### config.mk
export PLATFORM = sky130hd
export DESIGN_NAME = fft64_reorder
export DESIGN_NICKNAME = d
export VERILOG_FILES = /design/src/rtl/fft64_pkg.sv /design/src/rtl/fft64_bank_ram.sv /design/src/rtl/fft64_reorder.sv
export SDC_FILE = /design/constraint.sdc
export NUM_CORES = 2
export LEC_CHECK = 0
export ABC_AREA = 0
export CAP_MARGIN = 10
export CORE_ASPECT_RATIO = 0.6
export CORE_MARGIN = 10
export CORE_UTILIZATION = 45
export CTS_CLUSTER_DIAMETER = 150
export DETAILED_ROUTE_END_ITERATION = 8
export PLACE_DENSITY_LB_ADDON = 0.25
export SLEW_MARGIN = 10
export SYNTH_ARGS = -nofsm -noshare
export SYNTH_HDL_FRONTEND = slang
export SYNTH_HIERARCHICAL = 1
export SYNTH_SLANG_ARGS = --single-unit
### constraint.sdc
create_clock -name CLK -period 3.7 [get_ports CLK]
set_clock_uncertainty 0.05 [all_clocks]
set_input_delay 1.11 -clock CLK [delete_from_list [all_inputs] [get_ports CLK]]
set_output_delay 1.11 -clock CLK [all_outputs]
set_load 0.01 [all_outputs]
### src/rtl/fft64_pkg.sv
// rtl/fft64_pkg.sv - shared constants, bin type and bit-reversal helper for the 64-point FFT
package fft64_pkg;

    localparam int FFT_N     = 64;
    localparam int FFT_LOG2N = 6;
    localparam int FFT_DW    = 16;

    // One complex FFT bin, real part in the upper half when packed.
    typedef struct packed {
        logic signed [FFT_DW-1:0] re;
        logic signed [FFT_DW-1:0] im;
    } fft_bin_t;

    function automatic logic [FFT_LOG2N-1:0] bitrev6(input logic [FFT_LOG2N-1:0] a);
        return {a[0], a[1], a[2], a[3], a[4], a[5]};
    endfunction

endpackage

### src/rtl/fft64_bank_ram.sv
// rtl/fft64_bank_ram.sv - 64-entry bank, one synchronous write port, one combinational read port
//
// Ports:
//   clk_i    - write clock
//   we_i     - write enable
//   waddr_i  - write address
//   wdata_i  - write data
//   raddr_i  - read address
//   rdata_o  - read data, combinational from raddr_i
//
// Contents are deliberately not reset.
module fft64_bank_ram
    import fft64_pkg::*;
#(
    parameter int W = 2 * FFT_DW
) (
    input  logic                 clk_i,
    input  logic                 we_i,
    input  logic [FFT_LOG2N-1:0] waddr_i,
    input  logic [W-1:0]         wdata_i,
    input  logic [FFT_LOG2N-1:0] raddr_i,
    output logic [W-1:0]         rdata_o
);

    logic [W-1:0] mem_q [FFT_N];

    always_ff @(posedge clk_i) begin
        if (we_i) begin
            mem_q[waddr_i] <= wdata_i;
        end
    end

    assign rdata_o = mem_q[raddr_i];

endmodule

### src/rtl/fft64_reorder.sv
// rtl/fft64_reorder.sv - ping-pong reorder buffer turning bit-reversed FFT bins into natural order
//
// Ports:
//   CLK, RST              - clock, asynchronous active-high reset
//   in_valid/in_ready     - input handshake; in_re/in_im carry a bin in bit-reversed arrival order
//   out_valid/out_ready   - output handshake; out_re/out_im carry the bin numbered out_idx
//   out_sof               - marks the first bin of each output frame
//
// Build option FFT64_REORDER_FFTSHIFT_EN: read bins 32..63 then 0..31 (DC centred);
// out_idx still reports the true bin number.
module fft64_reorder
    import fft64_pkg::*;
#(
    parameter int DW = FFT_DW
) (
    input  logic                 CLK,
    input  logic                 RST,
    input  logic                 in_valid,
    output logic                 in_ready,
    input  logic [DW-1:0]        in_re,
    input  logic [DW-1:0]        in_im,
    output logic                 out_valid,
    input  logic                 out_ready,
    output logic [DW-1:0]        out_re,
    output logic [DW-1:0]        out_im,
    output logic [FFT_LOG2N-1:0] out_idx,
    output logic                 out_sof
);

    localparam logic [FFT_LOG2N-1:0] LAST = FFT_LOG2N'(FFT_N - 1);

    logic [1:0]           full_q,  full_d;
    logic                 wbank_q, wbank_d;
    logic                 rbank_q, rbank_d;
    logic [FFT_LOG2N-1:0] wcnt_q,  wcnt_d;
    logic [FFT_LOG2N-1:0] rcnt_q,  rcnt_d;
    logic                 ov_q,    ov_d;
    logic [DW-1:0]        ore_q,   ore_d;
    logic [DW-1:0]        oim_q,   oim_d;
    logic [FFT_LOG2N-1:0] oidx_q,  oidx_d;
    logic                 osof_q,  osof_d;

    logic                 wr_fire;
    logic                 rd_load;
    logic [FFT_LOG2N-1:0] waddr;
    logic [FFT_LOG2N-1:0] raddr;
    logic [2*DW-1:0]      wdata;
    logic [2*DW-1:0]      rdata0, rdata1, rdata;

    assign in_ready = !full_q[wbank_q];
    assign wr_fire  = in_valid && in_ready;
    // Load the output register when the read bank holds a frame and the
    // register is empty or its current bin leaves this cycle.
    assign rd_load  = full_q[rbank_q] && (!ov_q || out_ready);

    assign waddr = bitrev6(wcnt_q);
    assign wdata = {in_re, in_im};

`ifdef FFT64_REORDER_FFTSHIFT_EN
    assign raddr = rcnt_q ^ 6'd32;
`else
    assign raddr = rcnt_q;
`endif

    fft64_bank_ram #(.W(2*DW)) u_bank0 (
        .clk_i   (CLK),
        .we_i    (wr_fire && !wbank_q),
        .waddr_i (waddr),
        .wdata_i (wdata),
        .raddr_i (raddr),
        .rdata_o (rdata0)
    );

    fft64_bank_ram #(.W(2*DW)) u_bank1 (
        .clk_i   (CLK),
        .we_i    (wr_fire && wbank_q),
        .waddr_i (waddr),
        .wdata_i (wdata),
        .raddr_i (raddr),
        .rdata_o (rdata1)
    );

    assign rdata = rbank_q ? rdata1 : rdata0;

    always_comb begin
        full_d  = full_q;
        wbank_d = wbank_q;
        rbank_d = rbank_q;
        wcnt_d  = wcnt_q;
        rcnt_d  = rcnt_q;
        ov_d    = ov_q;
        ore_d   = ore_q;
        oim_d   = oim_q;
        oidx_d  = oidx_q;
        osof_d  = osof_q;

        if (wr_fire) begin
            wcnt_d = wcnt_q + 1'b1;
            if (wcnt_q == LAST) begin
                full_d[wbank_q] = 1'b1;
                wbank_d         = !wbank_q;
            end
        end

        // The writer only ever sets a non-full bank and the reader only
        // clears a full one, so the two updates never touch the same flag.
        if (rd_load) begin
            ov_d   = 1'b1;
            ore_d  = rdata[2*DW-1:DW];
            oim_d  = rdata[DW-1:0];
            oidx_d = raddr;
            osof_d = (rcnt_q == '0);
            rcnt_d = rcnt_q + 1'b1;
            if (rcnt_q == LAST) begin
                full_d[rbank_q] = 1'b0;
                rbank_d         = !rbank_q;
            end
        end else if (out_ready) begin
            ov_d = 1'b0;
        end
    end

    always_ff @(posedge CLK or posedge RST) begin
        if (RST) begin
            full_q  <= '0;
            wbank_q <= 1'b0;
            rbank_q <= 1'b0;
            wcnt_q  <= '0;
            rcnt_q  <= '0;
            ov_q    <= 1'b0;
            ore_q   <= '0;
            oim_q   <= '0;
            oidx_q  <= '0;
            osof_q  <= 1'b0;
        end else begin
            full_q  <= full_d;
            wbank_q <= wbank_d;
            rbank_q <= rbank_d;
            wcnt_q  <= wcnt_d;
            rcnt_q  <= rcnt_d;
            ov_q    <= ov_d;
            ore_q   <= ore_d;
            oim_q   <= oim_d;
            oidx_q  <= oidx_d;
            osof_q  <= osof_d;
        end
    end

    assign out_valid = ov_q;
    assign out_re    = ore_q;
    assign out_im    = oim_q;
    assign out_idx   = oidx_q;
    assign out_sof   = osof_q;

endmodule

==> out/results.ini <==
[status]
status = completed

[global_route]
grt_max_degree = 129
antenna_found_initial = 30
overflow = 0
first_global_vias = 76200
track_usage = 0.228
grt_pass1_wl_um = 611000

[yosys]
synth_edf_count = 4096
ys_seq_area_frac = 0.785
synth.avg_cell_area_um2 = 23.2
netlist_top_cells_area = edfxtp_1, mux4_2, mux2i_1
yosys_warnings = 6
synthCells = 6818
synth_cell_types = 50
synth_top_area_frac = 0.777
ys_ff_latch = 4152
synthesis.area_mm2 = 0.158
syn_nets = 6857
async_reset_ff_frac = 0.0135
synth_top_cell_by_area = edfxtp_1
synthFlopType = edfxtp_1

[setup_path]
crit_path_end_kind = flop
cp_max_fo = 37
start_kind = flop
crit_type = reg -> reg
arrival_ns = 4.37
r2r_slack_ns = 0.07
required_ns = 4.44

[cells_and_area]
area_delta_synth_final_pct = 15.8
layout-drive-gt1-share = 0.313
final_nets = 7573
final_common_cell = edfxtp_1
final_cell_mix = edfxtp_1, mux4_2, buf_4
fin_util = 0.525
layout.cells.non_filler = 12500

[cts]
cts.clk_slew.worst_paths_ns = 0.07
cts_sinks = 4152
cts_tree = built
cts_buffers = 360
clk_root_buffer_cell = clkbuf_16
cts.path.max_buffers = 4
clkLatencyLatePin_ns = 0.94
cts-htree-levels = 5

[placed_design]
gp_congestion = 0.893
hpwl_um = 271000
port_buffers = 76
dp_slack_ns = -0.373
placed_cells = 11800

[routing]
first_pass_iters = 5
vias_per_cell = 6.26
ant_nets = 0
initialDrtViolationCount = 11600
wl_per_cell_um = 34.8
drc = 0
via_count = 78300
routed_wl_um = 435000

[die]
coreArea_mm2 = 0.350
io_pins = 77
die_x_um = 786
die_y_um = 480
initial_utilization = 0.453
core.rowCount = 168
dieArea_mm2 = 0.377

[sta]
worstMarginPinSlew_ns = 1.26
fin_tns_setup_ns = 0
setup_slack_ns = 0.0670
period_share = 0.982
maxSlewHeadroom = 0.162
maxSlewViolCount = 0
grt_setup_unrepaired = no
setup_viol_count_final = 0
max_freq_ghz = 0.275
post-route-min-period_ns = 3.63
fin_hold_ws_ns = 0.471
hold_viol = 0

[min_path]
min_path_type = reg -> reg

[power]
peakVddDrop_mv = 0.465
power_density_mw_per_mm2 = 608
leakagePower_nw = 55.8

[flow_run]
maxCapViolations = 0

-- cell type report --
type / instances / area, µm²
antenna: 7 / 17.5
clock buffer: 434 / 9540
clock inverter: 205 / 1810
fill: 26500 / 166000
inverter: 7 / 26.3
multi-input combinational: 2280 / 33200
sequential: 4152 / 124000
tap: 4675 / 5850
timing repair buffer: 733 / 8650
-- logic make-up (layout without fill, tap and decap cells) --
kind of cell / after synthesis / count (layout) / share of synthesized area
AOI/OAI and AO/OA: 473 / 473 / 0.0189
buffers and inverters: 386 / 1379 / 0.0118
and+or+nand+nor: 476 / 476 / 0.0137
adders and majority gates: 3 / 3 / 0.000237
muxes: 1316 / 1316 / 0.169
DFF: 4152 / 4152 / 0.785
xor gates and xnor gates: 12 / 12 / 0.000664
other: 0 / 7 / 0
-- power breakdown --
group | leakage, nW | switching [mW] | internal [mW]
combinational | 12.7 | 11.6 | 8.85
sequential | 37.5 | 0.963 | 52.8
clock | 5.55 | 16.9 | 20.5
-- registers in the layout (all words and copies together) (netlist names) --
name           count
wbank_q            1
full_q             2
out_idx            6
raddr              6
u_bank1/mem_q   2048
out_sof            1
rbank_q            1
u_bank0/mem_q   2048
out_valid          1
out_im            16
out_re            16
wcnt_q             6
-- metal layers --
layer  vias up  part of all wire  GRT usage  routed length [µm]
met5         -          0.000048          0                  21
met4         4             0.022     0.0467                9470
met3       486              0.13     0.0684               56600
met2      4618              0.42      0.310              183000
met1     42600              0.43      0.362              186000
li1      30600                 -          -                   -
-- stage by stage --
stage / power, mW / area, µm²
final: 111 / 183000
after global routing: 115 / 183000
after CTS: 112 / 183000
after detailed placement: 75.0 / 172000
after global placement: 75.0 / 172000
after floorplan: 65.5 / 158000
-- synth_stat cells, drive strengths merged, types with 10 or more instances --
| cell type | number |
|---|---|
| nor3 | 17 |
| a21oi | 188 |
| mux2i | 219 |
| nand2b | 17 |
| buf | 224 |
| nand3b | 10 |
| a311oi | 16 |
| o221ai | 54 |
| nor2 | 276 |
| nand2 | 57 |
| nor2b | 30 |
| nand3 | 18 |
| or3b | 10 |
| mux4 | 1088 |
| dfrtp | 56 |
| a22oi | 24 |
| o22ai | 168 |
| edfxtp | 4096 |
| clkbuf | 155 |
-- worst paths after layout --
| check | from | end | cells after the start |
|---|---|---|---|
| max | raddr[1] | out_re[13] | 12 |
| min | out_idx[2] | out_idx[2] | 1 |
| max reg2reg | raddr[1] | out_re[13] | 12 |
| min reg2reg | out_idx[2] | out_idx[2] | 1 |
| max in group asynchronous | RST | raddr[4] | 3 |
| min in group asynchronous | RST | out_idx[1] | 2 |
-- critical path, stage by stage, from the launching register on --
cell and delay, ns:
dfrtp_4 0.61, buf_4 0.30, buf_12 0.26, mux4_2 0.60
o221ai_1 0.24, buf_4 0.24, a21oi_1 0.10, a21oi_1 0.38
buf_4 0.23, nor2_1 0.08, mux2i_1 0.13, buf_4 0.13
a21oi_1 0.05
-- timing repair --
item / 4_1_cts / 5_1_grt
endpoints found under the hold margin: 0 / 0
resized for setup: 3 / 5
buffers inserted: 1 / 0
hold buffers: 0 / 0
endpoints found under the setup margin: 3 / 5
pin swaps: 0 / 0
Note: power is estimated with default switching activity, not from simulation.
